[config.mk]
export PLATFORM = sky130hd
export DESIGN_NAME = ps2_host_tx
export DESIGN_NICKNAME = d
export VERILOG_FILES = /design/src/rtl/ps2_host_tx.sv
export SDC_FILE = /design/constraint.sdc
export NUM_CORES = 1
export LEC_CHECK = 0
export CAP_MARGIN = 20
export CORE_MARGIN = 2
export CORE_UTILIZATION = 35
export DETAILED_ROUTE_END_ITERATION = 8
export PLACE_DENSITY = 0.57
export SETUP_SLACK_MARGIN = 0.4
export SLEW_MARGIN = 10
export SYNTH_ARGS = -nofsm -noshare
export SYNTH_HDL_FRONTEND = slang
export SYNTH_SLANG_ARGS = --single-unit
[constraint.sdc]
create_clock -name clk_in -period 2.1 [get_ports clk_in]
set_clock_uncertainty 0.2 [all_clocks]
set_input_delay 0.525 -clock clk_in [delete_from_list [all_inputs] [get_ports clk_in]]
set_output_delay 0.525 -clock clk_in [all_outputs]
set_load 0.005 [all_outputs]
[src/rtl/ps2_host_tx.sv]
// Host-to-device PS/2 transmitter: inhibits the bus, requests to send, shifts one byte
// out on device-generated clock edges and reports the device ACK or an error.
module ps2_host_tx #(
  parameter int INHIBIT_CYCLES = 5000,
  parameter int TIMEOUT_CYCLES = 1000000
) (
  input  logic       clk_in,
  input  logic       rst_in,
  input  logic [7:0] tx_data,
  input  logic       tx_valid,
  output logic       tx_ready,
  input  logic       key_clk,
  input  logic       key_data,
  output logic       key_clk_oe,
  output logic       key_data_oe,
  output logic       tx_done,
  output logic       tx_err
);

  localparam int INH_W = (INHIBIT_CYCLES > 1) ? $clog2(INHIBIT_CYCLES) : 1;
  localparam int TO_W  = (TIMEOUT_CYCLES > 1) ? $clog2(TIMEOUT_CYCLES) : 1;

  typedef enum logic [2:0] {
    S_IDLE, S_INHIBIT, S_START, S_BITS, S_ACK, S_WAIT_IDLE, S_DONE, S_ERR
  } state_t;

  state_t           r_state;
  state_t           w_state_next;
  logic             r_clk_r0, r_clk_r1;
  logic             r_data_r0, r_data_r1;
  logic [7:0]       r_byte, w_byte_next;
  logic             r_parity, w_parity_next;
  logic [3:0]       r_idx, w_idx_next;
  logic             r_data_oe, w_data_oe_next;
  logic [INH_W-1:0] r_inh_cnt, w_inh_cnt_next;
  logic [TO_W-1:0]  r_to_cnt, w_to_cnt_next;
  logic             w_neg;
  logic             w_timed;
  logic             w_timeout;

  always_ff @(posedge clk_in) begin
    if (rst_in) begin
      r_state   <= S_IDLE;
      r_clk_r0  <= 1'b1;
      r_clk_r1  <= 1'b1;
      r_data_r0 <= 1'b1;
      r_data_r1 <= 1'b1;
      r_byte    <= '0;
      r_parity  <= 1'b0;
      r_idx     <= '0;
      r_data_oe <= 1'b0;
      r_inh_cnt <= '0;
      r_to_cnt  <= '0;
    end else begin
      r_state   <= w_state_next;
      r_clk_r0  <= key_clk;
      r_clk_r1  <= r_clk_r0;
      r_data_r0 <= key_data;
      r_data_r1 <= r_data_r0;
      r_byte    <= w_byte_next;
      r_parity  <= w_parity_next;
      r_idx     <= w_idx_next;
      r_data_oe <= w_data_oe_next;
      r_inh_cnt <= w_inh_cnt_next;
      r_to_cnt  <= w_to_cnt_next;
    end
  end

  assign w_neg     = r_clk_r1 & ~r_clk_r0;
  assign w_timed   = (r_state == S_BITS) || (r_state == S_ACK) || (r_state == S_WAIT_IDLE);
  assign w_timeout = w_timed && (r_to_cnt == TO_W'(TIMEOUT_CYCLES - 1));

  always_comb begin
    w_state_next   = r_state;
    w_byte_next    = r_byte;
    w_parity_next  = r_parity;
    w_idx_next     = r_idx;
    w_data_oe_next = r_data_oe;
    w_inh_cnt_next = r_inh_cnt;
    w_to_cnt_next  = r_to_cnt;

    // Counter stops at the terminal count; reaching it always leaves the timed states.
    if (w_timed && !w_timeout) begin
      w_to_cnt_next = r_to_cnt + 1'b1;
    end

    case (r_state)
      S_IDLE: begin
        w_inh_cnt_next = '0;
        w_data_oe_next = 1'b0;
        if (tx_valid) begin
          w_byte_next   = tx_data;
          w_parity_next = ~^tx_data;
          w_state_next  = S_INHIBIT;
        end
      end
      S_INHIBIT: begin
        if (r_inh_cnt == INH_W'(INHIBIT_CYCLES - 1)) begin
          w_state_next = S_START;
        end else begin
          w_inh_cnt_next = r_inh_cnt + 1'b1;
        end
      end
      S_START: begin
        w_data_oe_next = 1'b1;
        w_idx_next     = '0;
        w_to_cnt_next  = '0;
        w_state_next   = S_BITS;
      end
      S_BITS: begin
        if (w_timeout) begin
          w_data_oe_next = 1'b0;
          w_state_next   = S_ERR;
        end else if (w_neg) begin
          w_idx_next = r_idx + 4'd1;
          if (r_idx < 4'd8) begin
            w_data_oe_next = ~r_byte[r_idx[2:0]];
          end else if (r_idx == 4'd8) begin
            w_data_oe_next = ~r_parity;
          end else begin
            w_data_oe_next = 1'b0;
            w_state_next   = S_ACK;
          end
        end
      end
      S_ACK: begin
        if (w_timeout) begin
          w_state_next = S_ERR;
        end else if (w_neg) begin
          w_state_next = r_data_r1 ? S_ERR : S_WAIT_IDLE;
        end
      end
      S_WAIT_IDLE: begin
        if (w_timeout) begin
          w_state_next = S_ERR;
        end else if (r_clk_r1 && r_data_r1) begin
          w_state_next = S_DONE;
        end
      end
      S_DONE:  w_state_next = S_IDLE;
      S_ERR:   w_state_next = S_IDLE;
      default: w_state_next = S_IDLE;
    endcase
  end

  assign tx_ready    = (r_state == S_IDLE);
  assign key_clk_oe  = (r_state == S_INHIBIT) || (r_state == S_START);
  assign key_data_oe = (r_state == S_START) || ((r_state == S_BITS) && r_data_oe);
  assign tx_done     = (r_state == S_DONE);
  assign tx_err      = (r_state == S_ERR);

endmodule
# After elaboration in Yosys (flattened, before gate mapping)
# Index checks and enable logic that the tools add are counted.
totals:
  regBits: 54
  in_bits: 13
  out_inout_bits: 5
classes:
  addsub: 3
  order_cmp: 2
  n_eq_ne: 20
  n_mux: 24
  n_bitwise: 4
  n_reduce_logical: 21
ops:
  columns: ["operator", "n"]
  rows:
  - ["2-to-1 mux 3 bit", 10]
  - ["case mux 13 bit (2 select lines)", 1]
  - ["case mux 3 bit (7 select lines)", 1]
  - ["adder 20 x 1 -> 20 bit, second input constant", 1]
  - ["== test 20 bit, second input constant", 1]
  - ["adder 13 x 1 -> 13 bit, second input constant", 1]
  - ["== test 13 bit, second input constant", 1]
  - ["2-to-1 mux 13 bit", 1]
  - ["== test 3 bit, second input constant", 4]
  - ["!= test 3 bit, second input constant", 4]
  - ["!= test 2 bit, second input constant", 5]
  - ["2-to-1 mux 4 bit", 2]
  - ["case mux 4 bit (2 select lines)", 1]
  - ["XNOR reduction 8 bit", 1]
  - ["AND reduction 7 bit", 1]
  - ["== test 3 x 2 -> 1 bit, second input constant", 2]
  - ["AND reduction 2 bit", 3]
  - ["2-to-1 mux 1 bit", 5]
  - ["adder 4 x 1 -> 4 bit, second input constant", 1]
  - ["== test 4 bit, second input constant", 1]
  - ["logical AND 1 bit", 4]
  - ["logical OR 1 bit", 4]
  - ["< comparator 3 x 4 -> 1 bit, second input constant", 1]
  - ["< comparator 4 bit, second input constant", 1]
  - ["13 further kinds", 17]

# Longest topological paths before layout
# Gate-level depths: netlist of run 1.
logic_depth:
  word_depth: 7
  mapped_depth: 8
  mapped_depth_nobuf: 7

# Least setup slack after synthesis of run 1
# Ideal clock, no wire load.
synth_path:
  path_kind: "register to register"
  startpoint: "register r_to_cnt[7]"
  endpoint: "register r_to_cnt[6]"
  arrival_time_ns: 1.927
  slack_ns: -0.142
  stages_incl_launch_ff: 8
  path_buffers: 2
  period_less_slack_ns: 2.242
  path_cell_list: "dfxtp_1 -> or4b_1 -> or4_1 -> buf_6 -> o22ai_4 -> buf_6 -> nor4_1 -> o21a_1"
synth_between:
  elab_chain_len: 4
synth_rtl:
  columns: ["item", "line", "text"]
  rows:
  - ["start, declared", "36", "logic [TO_W-1:0] r_to_cnt, w_to_cnt_next;"]
  - ["start signal, assigned", "65", "r_to_cnt <= w_to_cnt_next;"]
  - ["== test 20 bit", "71", "assign w_timeout = w_timed && (r_to_cnt == TO_W'(TIMEOUT_CYCLES - 1));"]
  - ["logical AND 1 bit", "71", null]
  - ["zero test 1 bit", "83", "if (w_timed && !w_timeout) begin"]
  - ["logical AND 1 bit", "83", null]
# Every way passes these cells.
# A chain may end at the register's enable or synchronous reset.

# Final worst setup path of run 1
# Same ends and word-level chain as after synthesis.

==> results.md, run 1 <==
- Tot GR Track Use: 16.9%
- Sequential Area: 1110 um2
- Max-slew headroom: 68.0%
- Pin count of the biggest net entering global routing: 22
- WP data required: 2.11 ns
- CTS tree: built
- Met1 wire length: 3460 um
- Number of detailed-route iterations in the first pass: 5
- Clock H-tree levels: 2
- Fin. max-slew vios: 0
- Area of the multi-input gates: 1890 um2
- Quantity of I/O buffers inserted on ports: 17
- Max Cap Viol: 0
- Hold Fails Final Rpt: 0
- DRT Wirelength: 7560 um
- Setup TNS: -3.53 ns
- Mux share of post-synthesis cell area: 2.32%
- WS Path Type: reg -> reg
- Worst Reg-to-Reg Cells: 7
- Die extent in y: 94.5 um
- Combinational family with the most area after synthesis: simple AND/OR/NAND/NOR gates
- Post-synthesis cell count: 345
- Synthesized-area fraction occupied by adder cells: 1.75%
- Fin crit period: 2.30 ns
- Nets@finish: 448
- XOR/XNOR share of the synthesized area: 5.20%
- Routability congestion estimate: 0.815
- Worst VDD drop: 0.787 mV
- Detail Placement HPWL: 4970 um
- Sequential share of the synthesized area: 37.7%
- Clock latency on the worst-skew pair: 0.31 ns
- Fmax: 436 MHz
- Hold path depth: 1
- Die area: 8920 um2
- Async S/R FF share, synth: 0%
- Fin util: 52.5%
- I/O pin cnt: 18
- Final WS setup: -0.196 ns
- Number of antenna violations at the first check in global routing: 0
- Largest cells by area after synthesis: dfxtp_1 38%, nand2_1 6.4%, a21oi_1 6.3%, nor2_1 3.0%, xnor2_1 2.8%
- RSZ-0062 raised after global routing: yes
- Synthesized flop and latch total: 54
- Final Cycle Share: 109%
- Outcome: complete, but fails checks
- Synth Area in Simple Gates: 28.8%
- Share of cells above drive strength 1: 38.7%
- Avg WL per Cell: 14.2 um
- Netlist Area Pre-Place: 2860 um2
- Met2 WL post-DR: 3810 um
- Failing checks: setup timing
- Synth Area in Compound Gates: 20.0%
- Arrival time at the worst endpoint: 2.31 ns
- Syn_nets: 362
- Yosys top cell area share: 37.7%
- Rows: 32
- P&R area growth vs syn: 43.8%
- Number of vias in the routed layout: 2911
- GRT overflow: 0
- Clock root buffer: clkbuf_8
- Number of flops mapped to enable cells by yosys: 0
- Yosys Warn Count: 0
- N_diodes: 0
- Layout fillers: 734
- Post-CTS Hold Buffers: 0
- Crit-path max FO: 15
- CTS clk-pin slew, worst paths: 0.10 ns
- Cell Pwr Density: 894 nW/um2
- Die width: 94.5 um
- Sinks on Clock Net: 54
- Leak pwr: 0.00158 uW
- Clock Tree Buf Depth: 2
- Vias in the first global route: 2699
- Num CTS Buffers: 5
- Most common library cells after synthesis: 54 x dfxtp_1, 49 x nand2_1, 36 x a21oi_1, 23 x nor2_1, 14 x nand3_1
- First-pass GRT wire length: 12100 um
- Count leader, synth: dfxtp_1
- Yosys cell types: 59
- Iter 0 DRT Violations: 81
- Routed length on met3: 198 um
- Vias per cell: 5.45
- Highest metal used: met4
- Setup violations, final: 28
- Worst Hold Class: reg -> reg
- Commonest register cell after synthesis: dfxtp_1
- Core Area: 7850 um2
- CP endpoint kind: register
- Initial core utilization: 36.5%
- Crit start category: register
- Avg Inst Size Synth: 8.30 um2
- Yosys top cell by area: dfxtp_1
- DRC: 0
- Detail Route Antenna Nets: 0
- Measured slew at the worst slew-check pin: 0.479 ns
placed cells by master (no fill, tap or decap), drive strengths merged, types with 8 or more instances in the layout:
| cell type | n |
|---|---|
| clkdlybuf4s50 | 9 |
| nand2 | 49 |
| buf | 84 |
| a21oi | 36 |
| xnor2 | 9 |
| o31ai | 8 |
| nand4 | 10 |
| dfxtp | 54 |
| nor2 | 23 |
| o21ai | 14 |
| xor2 | 8 |
| or4 | 11 |
| nand3 | 14 |
per-stage QoR:
step	hold slack [ns]	total power [uW]	area, um2	setup WS [ns]	std cells
2_1_floorplan	0.189	2050	2920	-0.117	345
3_3_place_gp	0.195	2510	3500	-0.156	497
3_5_place_dp	0.198	2520	3500	-0.189	497
4_1_cts	0.223	3470	3930	-0.194	524
5_1_grt	0.236	3900	4120	-0.279	534
6_report	0.222	3680	4120	-0.196	534
critical path, stage by stage, from the launching register on:
cell and delay [ns]:
dfxtp_2 0.33, or4b_4 0.53, or4_4 0.44, buf_12 0.17, o22ai_4 0.16, buf_12 0.15, nor4_1 0.05, o21a_1 0.16
state kept, by name, summed over array words and instances (netlist names):
name       count
r_byte         8
r_data_r1      1
r_state        3
r_data_oe      1
r_idx          4
r_clk_r1       1
r_data_r0      1
r_inh_cnt     13
r_parity       1
r_clk_r0       1
r_to_cnt      20
final timing paths:
path	from	end	slack, ns
max reg2reg	r_to_cnt[7]$_SDFFE_PP0P_	r_to_cnt[6]$_SDFFE_PP0P_	-0.20
min reg2reg	r_data_r0$_SDFF_PP1_	r_data_r1$_SDFF_PP1_	0.22
min	r_data_r0$_SDFF_PP1_	r_data_r1$_SDFF_PP1_	0.22
max	r_to_cnt[7]$_SDFFE_PP0P_	r_to_cnt[6]$_SDFFE_PP0P_	-0.20
routing by layer:
metal / global-route usage (%) / vias up
met3: 2.63 / 6
met2: 31.7 / 41
met1: 19.6 / 1431
met5: 0 / -
li1: - / 1433
met4: 5.56 / 0
area by class of cell:
| class | count | share of cell area (%) |
|---|---|---|
| multi-input cells | 267 | 45.9 |
| clock inverters | 2 | 0.304 |
| flip-flops and latches | 54 | 27.1 |
| inverters | 7 | 0.638 |
| repair buffers | 96 | 21.0 |
| clock buffers | 6 | 2.00 |
| well taps | 102 | 3.10 |
report_power, final:
group	switching [uW]	internal (uW)	total, uW	leakage (uW)
Clock	359	266	625	0.0000472
Sequential	72.1	1130	1200	0.000446
Combinational	911	951	1860	0.00109
what timing repair did:
action | 4_1_cts | 5_1_grt
buffers inserted | 19 | 10
pin swaps | 20 | 27
setup endpoints to repair | 55 | 55
resized for setup | 81 | 33
logic make-up (layout without fill, tap and decap cells):
family                     Yosys count  in the layout
DFF                                 54             54
and+or+nand+nor                    154            154
xor gates and xnor gates            17             17
buffers and inverters               24            111
adders and majority gates            4              4
AOI/OAI and AO/OA                   88             88
muxes                                4              4
Power figures use the tool's default switching activity.
==> inputs of run 2 (changes only) <==
- PLACE_DENSITY: 0.57 -> 0.55
- clock period: 2.1 -> 2.62 ns (I/O delays scaled with it)
==> run 2 against run 1 <==
Compared with the run above: die area unchanged; the run now ends clean; total power fell by 31%; worst hold slack got worse by 0.0088 ns; critical endpoint unchanged; fmax is 0.80% lower; non-clock buffer count is 50 lower; core utilization down 6.3 points; critical path depth unchanged; flip-flop and latch count unchanged; final cell count decreased by 9.2%; combinational power fell by 41%; first-iteration DRC count up 28%.
==> results.md, run 2 (synthesis gave the netlist of run 1 again) <==
- Outcome: complete, no violations
- Sw frac: 37.0% (+0.62 points)
- Setup TNS: 0 ns (+3.53 ns)
- Routability congestion estimate: 0.781 (-4.2%)
- Post-CTS Hold Buffers: 0 (unchanged)
- Worst VDD drop: 0.419 mV (-47%)
- Quantity of I/O buffers inserted on ports: 17 (unchanged)
- Measured slew at the worst slew-check pin: 0.730 ns (+0.251 ns)
- Clock Tree Buf Depth: 2 (unchanged)
- Number of antenna violations at the first check in global routing: 0 (unchanged)
- DRT Wirelength: 6800 um (-10%)
- Fmax: 432 MHz (-0.80%)
- Worst path top cell family by delay: simple AND/OR/NAND/NOR gates
- DRC: 0 (unchanged)
- Pin count of the biggest net entering global routing: 22 (unchanged)
- Top Registers: r_to_cnt (20), r_inh_cnt (13), r_byte (8)
- Sinks on Clock Net: 54 (unchanged)
- Final Cycle Share: 88.3% (-21 points)
- Cell Pwr Density: 698 nW/um2 (-22%)
- Crit-path max FO: 7 (-8)
- Commonest non-fill, non-tap cells in the layout: 46 x nand2_1, 46 x dfxtp_1, 29 x a21oi_1, 21 x buf_4, 20 x nor2_1
- P_sw: 937 uW (-30%)
- Max-slew headroom: 51.2% (-17 points)
- Clock H-tree levels: 2 (unchanged)
- Biggest register: r_to_cnt
- Vias in the first global route: 2290 (-15%)
- N_diodes: 0 (unchanged)
- Met1 wire length: 3290 um (-5.1%)
- Fin util: 46.2% (-6.3 points)
- I/O pin cnt: 18 (unchanged)
- Rows: 32 (unchanged)
- Setup violations, final: 0 (-100%)
- CP endpoint kind: register
- Pint: 1590 uW (-32%)
- GRT overflow: 0 (unchanged)
- Sequential power share: 38.1% (+5.6 points)
- Die width: 94.5 um (unchanged)
- Fin. max-slew vios: 0 (unchanged)
- Number of vias in the routed layout: 2621 (-10%)
- Initial core utilization: 36.5% (unchanged)
- Die area: 8920 um2 (unchanged)
- Leak pwr: 0.00129 uW (-19%)
- Tot GR Track Use: 15.7% (-1.2 points)
- RSZ-0062 raised after global routing: yes
- Critical Path Slowest Stage Cell: or4b_4
- Hold Fails Final Rpt: 0 (unchanged)
- Core Area: 7850 um2 (unchanged)
- Crit-path cells: or4b_4 -> or4_4 -> buf_8 -> o22ai_4 -> buf_6 -> nor4_1 -> o21a_1
- Number of detailed-route iterations in the first pass: 4 (-1)
- Avg WL per Cell: 14.0 um (-0.97%)
- P&R area growth vs syn: 26.6%
- Routed length on met3: 216 um (+9.1%)
- Vias per cell: 5.40 (-0.87%)
- Detail Route Antenna Nets: 0 (unchanged)
- Crit start category: register
- Worst Hold Class: reg -> reg
- Die extent in y: 94.5 um (unchanged)
- Clock root buffer: clkbuf_8
- WS Path Type: reg -> reg
- WP data required: 2.63 ns (+0.52 ns)
- Highest metal used: met4
- First-pass GRT wire length: 11100 um (-8.0%)
- Number of flip-flops in the largest register: 20 (unchanged)
- Num CTS Buffers: 5 (unchanged)
- CTS tree: built
- Max Cap Viol: 0 (unchanged)
- Arrival time at the worst endpoint: 2.32 ns (about the same)
- Nets@finish: 399 (-11%)
- Slowest Stage Delay on Critical Path: 0.50 ns (-0.03 ns)
- CTS clk-pin slew, worst paths: 0.10 ns (about the same)
- Detail Placement HPWL: 4410 um (-11%)
- Iter 0 DRT Violations: 104 (+28%)
- Met2 WL post-DR: 3230 um (-15%)
- Fin crit period: 2.31 ns (+0.0186 ns)
- Worst path buffer plus inverter count: 2 (unchanged)
- Share of cells above drive strength 1: 25.3% (-13 points)
- Comb pwr share: 43.0% (-7.5 points)
- Clock power share: 19.0% (+2.0 points)
- Clock latency on the worst-skew pair: 0.30 ns (about the same)
==> run 2: area by class of cell <==
cell class / instances / area, um2
multi-input combinational: 268 / 1870
inverter: 7 / 26.3
timing repair buffer: 46 / 415
fill: 792 / 4220
sequential: 54 / 1090
clock inverter: 1 / 5.00
clock buffer: 7 / 86.3
tap: 102 / 128
==> run 2: worst paths after layout <==
check	cells after the start	slack [ns]	startpoint	to
hold reg to reg	1	0.21	r_data_r0$_SDFF_PP1_	r_data_r1$_SDFF_PP1_
hold / removal	1	0.21	r_data_r0$_SDFF_PP1_	r_data_r1$_SDFF_PP1_
setup / recovery	7	0.31	r_to_cnt[8]$_SDFFE_PP0P_	r_to_cnt[6]$_SDFFE_PP0P_
setup reg to reg	7	0.31	r_to_cnt[8]$_SDFFE_PP0P_	r_to_cnt[6]$_SDFFE_PP0P_
==> run 2: power groups by stage <==
stage          clock network, uW  logic, uW  registers [uW]
2_1_floorplan                  0        663             948
3_3_place_gp                   0        903             983
3_5_place_dp                   0        900             984
4_1_cts                      504       1020             979
5_1_grt                      537       1190             974
6_report                     479       1090             963
==> run 2: metrics by stage <==
step	total power (uW)	instances	setup slack, ns	hold slack (ns)	cell area (um2)
finish	2530	485	0.305	0.214	3620
global route	2700	485	0.225	0.230	3620
CTS	2500	480	0.283	0.216	3490
detailed placement	1880	461	0.213	0.192	3180
global placement	1890	461	0.213	0.196	3180
floorplan	1610	345	0.397	0.189	2870
==> run 2: metal layers <==
layer  up-vias  global-route usage [%]
li1       1337                       -
met1      1237                    21.8
met2        40                    25.5
met3         7                    2.39
met4         0                    4.35
met5         -                       0
==> run 2: worst reg2reg max path, stage by stage, from the launching register on <==
cell     delay [ns]
dfxtp_2        0.34
or4b_4         0.50
or4_4          0.45
buf_8          0.16
o22ai_4        0.17
buf_6          0.17
nor4_1         0.06
o21a_1         0.16
==> run 2: what timing repair did <==
action                                  4_1_cts  5_1_grt
buffers inserted                              9        5
endpoints found under the setup margin       32       36
gates cloned                                  2        0
pin swaps                                    18       16
gates resized for setup                      44       26
==> inputs of run 3 (changes only) <==
- MAX_ROUTING_LAYER: default -> met4
==> run 3 against run 2 <==
Compared with the run above: sequential share of layout area shrank 0.11 points; global-route usage grew 0.53 points; flip-flop and latch count unchanged; first-iteration DRC count is 45% higher; count of clock-buffer cells in the layout unchanged; register-to-register slack is essentially flat; non-clock buffer count did not move; setup slack worse by 0.0040 ns; worst hold slack is essentially flat; die area unchanged; clock power increased by 0.8%; fmax shrank 0.17%; critical path type unchanged; critical endpoint unchanged; largest cell class unchanged; largest power group unchanged; highest routed layer unchanged.
==> results.md, run 3 (synthesis gave the netlist of run 1 again) <==
- Leak pwr: 0.00129 uW (about the same)
- DRT Wirelength: 6840 um (+0.57%)
- Worst path top cell family by delay: simple AND/OR/NAND/NOR gates
- Core Area: 7850 um2 (unchanged)
- Clock H-tree levels: 2 (unchanged)
- Nets@finish: 399 (unchanged)
- I/O pin cnt: 18 (unchanged)
- Clock latency on the worst-skew pair: 0.31 ns (about the same)
- CTS clk-pin slew, worst paths: 0.10 ns (about the same)
- Non-filler instance count after layout: 485 (unchanged)
- Outcome: complete, no violations
- RSZ-0062 raised after global routing: yes
- Commonest non-fill, non-tap cells in the layout: 46 x nand2_1, 45 x dfxtp_1, 28 x a21oi_1, 21 x buf_4, 20 x nor2_1
- Crit-path max FO: 7 (unchanged)
- Setup violations, final: 0 (unchanged)
- Sinks on Clock Net: 54 (unchanged)
- Post-CTS Hold Buffers: 0 (unchanged)
- Slowest Stage Delay on Critical Path: 0.52 ns (+0.02 ns)
- Tot GR Track Use: 16.3% (+0.53 points)
- Most common cell after layout, fill and taps aside: nand2_1
- Max Cap Viol: 0 (unchanged)
- Measured slew at the worst slew-check pin: 0.737 ns (+0.00672 ns)
- Number of vias in the routed layout: 2628 (+0.27%)
- Top Registers: r_to_cnt (20), r_inh_cnt (13), r_byte (8)
- First-pass GRT wire length: 11200 um (+0.38%)
- Cell Pwr Density: 695 nW/um2 (-0.33%)
- Iter 0 DRT Violations: 151 (+45%)
- Number of flip-flops in the largest register: 20 (unchanged)
- Final Cycle Share: 88.5% (+0.15 points)
- Arrival time at the worst endpoint: 2.33 ns (about the same)
- Quantity of I/O buffers inserted on ports: 17 (unchanged)
- Worst path buffer plus inverter count: 2 (unchanged)
- Setup TNS: 0 ns (unchanged)
- CTS tree: built
- Detail Placement HPWL: 4410 um (unchanged)
- Vias per cell: 5.42 (+0.27%)
- Hold Fails Final Rpt: 0 (unchanged)
- GRT overflow: 0 (unchanged)
- Placed insts: 461 (unchanged)
- Detail Route Antenna Nets: 0 (unchanged)
- Worst Hold Class: reg -> reg
- DRC: 0 (unchanged)
- Vias in the first global route: 2281 (-0.39%)
- Layout fillers: 793 (+0.13%)
- WP data required: 2.63 ns (about the same)
- Clock root buffer: clkbuf_8
- Clock Tree Buf Depth: 2 (unchanged)
- Number of antenna violations at the first check in global routing: 0 (unchanged)
- Avg WL per Cell: 14.1 um (+0.57%)
- Num CTS Buffers: 5 (unchanged)
- Routability congestion estimate: 0.792 (+1.4%)
- Biggest register: r_to_cnt
- Die width: 94.5 um (unchanged)
- Max-slew headroom: 50.7% (-0.45 points)
- Die extent in y: 94.5 um (unchanged)
- Die area: 8920 um2 (unchanged)
- WS Path Type: reg -> reg
- Crit-path cells: or4b_4 -> or4_4 -> buf_8 -> o22ai_4 -> buf_6 -> nor4_1 -> o21a_1
- CP endpoint kind: register
- Critical Path Slowest Stage Cell: or4b_4
- Pin count of the biggest net entering global routing: 22 (unchanged)
- Share of cells above drive strength 1: 26.6% (+1.3 points)
- P&R area growth vs syn: 27.2%
- Final WS setup: 0.301 ns (-0.00399 ns)
- Fmax: 431 MHz (-0.17%)
- Worst VDD drop: 0.418 mV (-0.40%)
- Fin crit period: 2.32 ns (+0.00399 ns)
- Fin. max-slew vios: 0 (unchanged)
- Worst slack, placed: 0.213 ns (unchanged)
- Initial core utilization: 36.5% (unchanged)
- Number of detailed-route iterations in the first pass: 4 (unchanged)
- Crit start category: register
- N_diodes: 0 (unchanged)
- Rows: 32 (unchanged)
run 3: layer usage:
metal / up-vias / wire length, um / share of wire, % / GRT usage, %
li1: 1338 / - / - / -
met1: 1243 / 3300 / 48 / 21.9
met2: 42 / 3280 / 48 / 25.4
met3: 5 / 209 / 3.1 / 2.63
met4: 0 / 46 / 0.67 / 4.35
met5: - / 0 / 0 / -
run 3: per-stage QoR:
| stage | total power [uW] | util [%] | cell area (um2) | hold slack, ns |
|---|---|---|---|---|
| final | 2530 | 46.4 | 3640 | 0.214 |
| after global routing | 2710 | 46.4 | 3640 | 0.230 |
| after CTS | 2500 | 44.5 | 3490 | 0.216 |
| after detailed placement | 1880 | 40.5 | 3180 | 0.192 |
| after global placement | 1890 | 40.5 | 3180 | 0.196 |
| after floorplan | 1610 | - | 2870 | 0.189 |
run 3: power breakdown:
part / switching [uW] / leakage, uW / internal, uW
combinational: 611 / 0.000796 / 474
clock: 269 / 0.0000482 / 214
sequential: 58.8 / 0.000442 / 906
run 3: area by class of cell:
cell class	instances	area, um2	share of cell area [%]
well taps	102	128	3.50
clock buffers	7	86.3	2.37
flip-flops and latches	54	1090	30.1
multi-input cells	268	1890	51.8
clock inverters	1	5.00	0.137
repair buffers	46	415	11.4
inverters	7	26.3	0.721
run 3: worst paths after layout:
check	startpoint	end	slack (ns)	cells past startpoint
worst min register to register	r_data_r0$_SDFF_PP1_	r_data_r1$_SDFF_PP1_	0.21	1
worst max register to register	r_to_cnt[7]$_SDFFE_PP0P_	r_to_cnt[6]$_SDFFE_PP0P_	0.30	7
worst max-delay path	r_to_cnt[7]$_SDFFE_PP0P_	r_to_cnt[6]$_SDFFE_PP0P_	0.30	7
worst min-delay path	r_data_r0$_SDFF_PP1_	r_data_r1$_SDFF_PP1_	0.21	1
run 3: what timing repair did:
action	4_1_cts	5_1_grt
endpoints found under the setup margin	32	36
gates resized for setup	44	31
pin swaps	18	16
cloned	2	0
endpoints found under the hold margin	0	0
buffers inserted	9	5
